File: src/rtl/alu_cskpa.sv
// alu_cskpa -- registered 32-bit ALU built around a carry-skip adder.
//
// Purpose:
//   Decodes a 4-bit opcode and registers the selected result one clock after
//   the operands and opcode are sampled. A new operation can be issued every
//   cycle. ADD, SUB, INC and DEC share one carry-skip adder. MUL uses a
//   recursive Vedic (Urdhva-Tiryakbhyam) multiplier.
//
// Build option:
//   ALU_CSKPA_MUL_EN -- when defined, the Vedic multiplier is built and
//                       opcode 2 returns A*B. When undefined, no multiplier
//                       logic exists and opcode 2 returns all zeros.
//
// Parameters:
//   WIDTH  operand/result width (only 32 is supported)
//   BLOCK  carry-skip block size in bits (WIDTH must be a multiple of BLOCK)
//
// Ports:
//   clk        in   rising-edge clock
//   rst_n      in   asynchronous active-low reset; clears every output
//   operand1   in   operand A
//   operand2   in   operand B (bits [4:0] are the shift amount)
//   opcode     in   operation select
//   result     out  registered ALU result
//   carry_out  out  registered carry / no-borrow flag
//   product    out  registered 64-bit product (zero unless opcode is MUL)

`ifdef ALU_CSKPA_MUL_EN
// Recursive Vedic multiplier. Each level splits the operands into halves,
// forms the four half-width partial products, and then merges the vertical
// (ll, hh) and crosswise (hl + lh) terms.
module alu_cskpa_vedic #(
    parameter int unsigned N = 32
) (
    input  logic [N-1:0]   a,
    input  logic [N-1:0]   b,
    output logic [2*N-1:0] p
);
    if (N == 2) begin : g_base
        logic [1:0] cross;
        logic [1:0] upper;

        assign cross = {1'b0, a[1] & b[0]} + {1'b0, a[0] & b[1]};
        assign upper = {1'b0, a[1] & b[1]} + {1'b0, cross[1]};
        assign p     = {upper, cross[0], a[0] & b[0]};
    end else begin : g_rec
        localparam int unsigned H = N / 2;

        logic [N-1:0] q_ll;
        logic [N-1:0] q_hl;
        logic [N-1:0] q_lh;
        logic [N-1:0] q_hh;
        logic [N:0]   cross;

        alu_cskpa_vedic #(.N(H)) u_ll (.a(a[H-1:0]), .b(b[H-1:0]), .p(q_ll));
        alu_cskpa_vedic #(.N(H)) u_hl (.a(a[N-1:H]), .b(b[H-1:0]), .p(q_hl));
        alu_cskpa_vedic #(.N(H)) u_lh (.a(a[H-1:0]), .b(b[N-1:H]), .p(q_lh));
        alu_cskpa_vedic #(.N(H)) u_hh (.a(a[N-1:H]), .b(b[N-1:H]), .p(q_hh));

        assign cross = {1'b0, q_hl} + {1'b0, q_lh};
        assign p     = {q_hh, q_ll} + ({{(N-1){1'b0}}, cross} << H);
    end
endmodule
`endif

module alu_cskpa #(
    parameter int unsigned WIDTH = 32,
    parameter int unsigned BLOCK = 4
) (
    input  logic               clk,
    input  logic               rst_n,
    input  logic [WIDTH-1:0]   operand1,
    input  logic [WIDTH-1:0]   operand2,
    input  logic [3:0]         opcode,
    output logic [WIDTH-1:0]   result,
    output logic               carry_out,
    output logic [2*WIDTH-1:0] product
);
    localparam int unsigned NBLK = WIDTH / BLOCK;
    localparam int unsigned SHW  = $clog2(WIDTH);

    typedef enum logic [3:0] {
        OP_ADD  = 4'd0,
        OP_SUB  = 4'd1,
        OP_MUL  = 4'd2,
        OP_AND  = 4'd3,
        OP_OR   = 4'd4,
        OP_XOR  = 4'd5,
        OP_NOT  = 4'd6,
        OP_NAND = 4'd7,
        OP_NOR  = 4'd8,
        OP_XNOR = 4'd9,
        OP_SLL  = 4'd10,
        OP_SRL  = 4'd11,
        OP_SRA  = 4'd12,
        OP_SLT  = 4'd13,
        OP_INC  = 4'd14,
        OP_DEC  = 4'd15
    } op_e;

    // Carry-skip adder: ripple within each BLOCK-bit group. When every
    // propagate bit in a group is set, the group's carry-in is forwarded
    // directly as its carry-out. The operands are consumed LSB-first by
    // shifting, so no variable bit-select is needed.
    function automatic logic [WIDTH:0] cskip_add(
        input logic [WIDTH-1:0] a,
        input logic [WIDTH-1:0] b,
        input logic             cin
    );
        logic [WIDTH-1:0] a_sh;
        logic [WIDTH-1:0] b_sh;
        logic [WIDTH-1:0] s;
        logic             c;
        logic             rc;
        logic             prop;
        logic             p;
        a_sh = a;
        b_sh = b;
        s    = '0;
        c    = cin;
        rc   = 1'b0;
        prop = 1'b0;
        p    = 1'b0;
        for (int unsigned blk = 0; blk < NBLK; blk++) begin
            rc   = c;
            prop = 1'b1;
            for (int unsigned i = 0; i < BLOCK; i++) begin
                p    = a_sh[0] ^ b_sh[0];
                s    = {p ^ rc, s[WIDTH-1:1]};
                rc   = (a_sh[0] & b_sh[0]) | (p & rc);
                prop = prop & p;
                a_sh = a_sh >> 1;
                b_sh = b_sh >> 1;
            end
            c = prop ? c : rc;
        end
        return {c, s};
    endfunction

    op_e              op;
    logic [WIDTH-1:0] add_b;
    logic             add_cin;
    logic [WIDTH:0]   sum;
    logic [SHW-1:0]   shamt;

    logic [WIDTH-1:0]   nxt_result;
    logic               nxt_carry;
    logic [2*WIDTH-1:0] nxt_product;

    assign op    = op_e'(opcode);
    assign shamt = operand2[SHW-1:0];

`ifdef ALU_CSKPA_MUL_EN
    logic [2*WIDTH-1:0] mul_full;

    alu_cskpa_vedic #(.N(WIDTH)) u_mul (
        .a(operand1),
        .b(operand2),
        .p(mul_full)
    );
`endif

    // Operand conditioning for the shared adder:
    // SUB = A + ~B + 1, INC = A + 0 + 1, DEC = A + all-ones + 0.
    // For DEC, the carry-out is set unless A is zero.
    always_comb begin
        add_b   = operand2;
        add_cin = 1'b0;
        case (op)
            OP_SUB: begin
                add_b   = ~operand2;
                add_cin = 1'b1;
            end
            OP_INC: begin
                add_b   = '0;
                add_cin = 1'b1;
            end
            OP_DEC: begin
                add_b   = '1;
                add_cin = 1'b0;
            end
            default: ;
        endcase
        sum = cskip_add(operand1, add_b, add_cin);
    end

    always_comb begin
        nxt_result  = '0;
        nxt_carry   = 1'b0;
        nxt_product = '0;
        case (op)
            OP_ADD, OP_SUB, OP_INC, OP_DEC: begin
                nxt_result = sum[WIDTH-1:0];
                nxt_carry  = sum[WIDTH];
            end
            OP_MUL: begin
`ifdef ALU_CSKPA_MUL_EN
                nxt_product = mul_full;
                nxt_result  = mul_full[WIDTH-1:0];
`endif
            end
            OP_AND:  nxt_result = operand1 & operand2;
            OP_OR:   nxt_result = operand1 | operand2;
            OP_XOR:  nxt_result = operand1 ^ operand2;
            OP_NOT:  nxt_result = ~operand1;
            OP_NAND: nxt_result = ~(operand1 & operand2);
            OP_NOR:  nxt_result = ~(operand1 | operand2);
            OP_XNOR: nxt_result = ~(operand1 ^ operand2);
            OP_SLL:  nxt_result = operand1 << shamt;
            OP_SRL:  nxt_result = operand1 >> shamt;
            OP_SRA:  nxt_result = $unsigned($signed(operand1) >>> shamt);
            OP_SLT:  nxt_result = {{(WIDTH-1){1'b0}},
                                   $signed(operand1) < $signed(operand2)};
            default: ;
        endcase
    end

    always_ff @(posedge clk or negedge rst_n) begin
        if (!rst_n) begin
            result    <= '0;
            carry_out <= 1'b0;
            product   <= '0;
        end else begin
            result    <= nxt_result;
            carry_out <= nxt_carry;
            product   <= nxt_product;
        end
    end
endmodule

File: config.mk
export PLATFORM = sky130hd
export DESIGN_NAME = alu_cskpa
export DESIGN_NICKNAME = d
export VERILOG_FILES = /design/src/rtl/alu_cskpa.sv
export SDC_FILE = /design/constraint.sdc
export NUM_CORES = 1
export LEC_CHECK = 0
export CORE_MARGIN = 4
export CORE_UTILIZATION = 52
export DETAILED_ROUTE_END_ITERATION = 10
export PLACE_DENSITY = 0.77
export SYNTH_ARGS = -nofsm -noshare
export SYNTH_HDL_FRONTEND = slang
export SYNTH_HIERARCHICAL = 1
export SYNTH_SLANG_ARGS = --single-unit
File: constraint.sdc
create_clock -name clk -period 0.8 [get_ports clk]
set_clock_uncertainty 0.1 [all_clocks]
set_input_delay 0.2 -clock clk [delete_from_list [all_inputs] [get_ports clk]]
set_output_delay 0.2 -clock clk [all_outputs]
set_load 0.01 [all_outputs]
==> results.py <==
metrics = {
    "run_status": {
        "status": "finished with violations",
        "violations": "setup timing",
    },
    "routing": {
        "viasPerCell": 6.54,
        "num_vias": 13243,
        "drtPass1Iterations": 6,
        "drc": 0,
        "drtAntennaViolNets": 0,
        "wl_um": 50200,
        "drtIter0Drc": 1933,
        "wl_per_cell_um": 24.8,
    },
    "place": {
        "gp_congestion": 1.05,
        "placed_cell_area_sq_mm": 0.0149,
        "placed_cells": 2001,
        "place_hpwl_um": 36900,
        "pre_cts_ws_ps": -14990,
        "portBuffers": 102,
    },
    "cts": {
        "root_buffer": "clkbuf_16",
        "clk_pin_slew_worst_paths_ps": 70,
        "cts_sinks": 33,
        "numCtsBuffers": 5,
        "cts_max_path_buffers": 2,
        "cts_tree": "done",
        "cts_htree_levels": 2,
    },
    "critical_path": {
        "crit_arrival_ps": 14920,
        "cp_slowest_cell": "fa_2",
        "crit_fanout": 3,
        "slowest_delay_ps": 430,
        "cpMostUsedCell": "fa_2",
        "cp.required_ps": 890,
        "start_kind": "input pin",
        "end_kind": "register",
        "critPathKind": "input pin to register",
    },
    "power_and_ir_drop": {
        "p_total_uw": 15000,
        "cellLeakagePower_uw": 0.00715,
        "power_density_mw_per_mm2": 962,
        "peakVddDrop_v": 0.000813,
    },
    "finish": {
        "instances_no_fill": 2026,
        "final_common_cell": "buf_4",
        "diodes": 0,
        "fin_area_sq_mm": 0.0156,
        "num-fill-cells": 1697,
        "final_layout_size_suffix_gt1_share_pct": 36.9,
        "seqCellArea_sq_um": 826,
        "final_cell_mix": "365 x buf_4, 128 x ha_1, 118 x nand2_1",
        "nNetsFinal": 1976,
        "syn_to_final_growth_pct": 36.2,
        "multiInputGateArea_sq_mm": 0.00989,
    },
    "global_routing": {
        "grt_pass1_vias": 12958,
        "grt_antenna_before_repair": 0,
        "grt_pass1_wl_um": 75000,
        "gr-total-overflow": 0,
        "grt_usage_pct": 39.6,
        "grt_max_degree": 62,
    },
    "floorplanning": {
        "dieArea_sq_mm": 0.0245,
        "io_pins": 167,
        "die_w_um": 156,
        "die_h_um": 156,
        "core_sq_mm": 0.0218,
        "placement_rows": 54,
        "start_util_pct": 52.6,
    },
    "sta": {
        "rsz0062_at_grt": "yes",
        "setup_viol": 66,
        "tns_ps": -273950,
        "min_period_ps": 14830,
        "slew_viol_final": 0,
        "hold_viol": 0,
        "worst_pin_slew_ps": 869,
        "max-slew-margin-rel_pct": 41.9,
        "fmax_mhz": 67.4,
        "finalCritPeriodShare_pct": 1850,
        "finalWorstSetupSlack_ps": -14030,
    },
    "synthesis": {
        "syn_avg_cell_area_sq_um": 8.29,
        "synthArstFlopShare_pct": 100,
        "synth_area_sq_mm": 0.0115,
        "synth_cells": 1382,
        "synthFlopType": "dfrtp_1",
        "ys_seq_area_share_pct": 7.21,
        "synth_warnings": 6,
        "synth-seq-cells": 33,
        "ys_types": 81,
        "synth_edf_count": 0,
    },
    "min_path": {
        "hold_path.class": "input pin to asynchronous set/reset pin",
    },
    "run": {
        "cap_violations": 0,
    },
}
-- final cells by class --
cell class | instances | share of cell area, %
Inverter | 86 | 2.07
Timing Repair Buffer | 494 | 26.1
Multi-Input combinational cell | 1125 | 63.4
Clock inverter | 2 | 0.0642
Tap cell | 280 | 2.25
Clock buffer | 6 | 0.826
Sequential cell | 33 | 5.29
-- routing by layer --
layer,wire length [um],vias to the layer above,share of wire [%],GRT usage (%)
met1,18000,6251,36,49.0
li1,-,5679,-,-
met2,22500,1064,45,64.1
met5,0,-,0,0
met3,6240,249,12,9.87
met4,3440,0,6.9,20.4
-- power by group --
| part | total, uW | switching (uW) | internal [uW] |
|---|---|---|---|
| Sequential | 2050 | 106 | 1950 |
| Clock | 2110 | 958 | 1150 |
| Combinational | 10800 | 5740 | 5110 |
-- registers in the layout, summed over array words and instances, names as in the netlist --
register	flops
result	32
carry_out	1
-- how the worst max path moves through the flow --
stage	start	to	cells past startpoint
2_1_floorplan	opcode[1]	result[31]	57
3_3_place_gp	opcode[3]	result[31]	55
3_5_place_dp	opcode[3]	result[31]	55
4_1_cts	opcode[1]	result[31]	55
5_1_grt	opcode[2]	result[31]	55
6_report	opcode[2]	result[31]	55
-- synthesized netlist by cell type (7+ instances only) --
master | instances | area share (%)
nand3_1 | 22 | 0.96
nand2b_1 | 16 | 0.87
o21ai_0 | 60 | 2.6
or3_1 | 7 | 0.38
a22oi_1 | 20 | 1.3
nor4_1 | 9 | 0.49
fa_1 | 32 | 5.6
nor2_1 | 86 | 2.8
nand2_1 | 124 | 4.1
o22ai_1 | 33 | 1.8
o211ai_1 | 42 | 2.8
and3_1 | 8 | 0.44
buf_6 | 9 | 0.88
nor3_1 | 31 | 1.4
xor2_1 | 11 | 0.84
a21oi_1 | 71 | 3.1
mux2i_1 | 50 | 4.4
a31oi_1 | 10 | 0.55
mux4_2 | 67 | 13
a211oi_1 | 14 | 0.92
nand4_1 | 8 | 0.44
clkbuf_1 | 73 | 2.4
buf_4 | 73 | 4.8
o221ai_1 | 23 | 1.8
buf_2 | 37 | 1.6
nor2b_1 | 22 | 1.2
a21o_1 | 10 | 0.66
xnor2_1 | 19 | 1.5
mux2_2 | 21 | 2.1
a221oi_1 | 12 | 0.92
ha_1 | 129 | 14
dfrtp_1 | 33 | 7.2
buf_1 | 7 | 0.23
inv_1 | 84 | 2.8
-- cells by family (layout without fill, tap and decap cells) --
| family | after synthesis | in the layout | share of synthesized area, % |
|---|---|---|---|
| AO/OA/AOI/OAI | 372 | 372 | 22.1 |
| AND/OR/NAND/NOR | 354 | 354 | 14.7 |
| buffers and inverters | 287 | 588 | 13.0 |
| adder cells (fa/ha/maj) | 161 | 161 | 19.7 |
| multiplexers | 144 | 144 | 21.0 |
| flip-flops | 33 | 33 | 7.21 |
| XOR/XNOR | 30 | 30 | 2.29 |
| other | 1 | 64 | 0.0327 |
-- through the flow --
step / utilization [%] / hold WS (ps)
finish: 71.7 / 303
global route: 71.7 / 351
CTS: 71.0 / 313
detailed placement: 68.5 / 90.3
global placement: 68.5 / 87.3
floorplan: - / -196
-- worst max-delay path: cells and delay by family --
kind | cells | cell delay [ps]
multiplexers | 1 | 300
adder cells (fa/ha/maj) | 32 | 11880
buffers and inverters | 4 | 280
AO/OA/AOI/OAI | 10 | 1270
AND/OR/NAND/NOR | 8 | 980
-- repair_timing --
action                                  in CTS  in global routing
setup buffers                               11                  4
gates cloned                                 2                  0
endpoints found under the hold margin       33                  0
endpoints found under the setup margin      66                 66
hold buffers                                 1                  0
pin swaps                                   28                 16
gates resized for setup                    241                 31
Note: power is estimated with default switching activity, not from simulation.
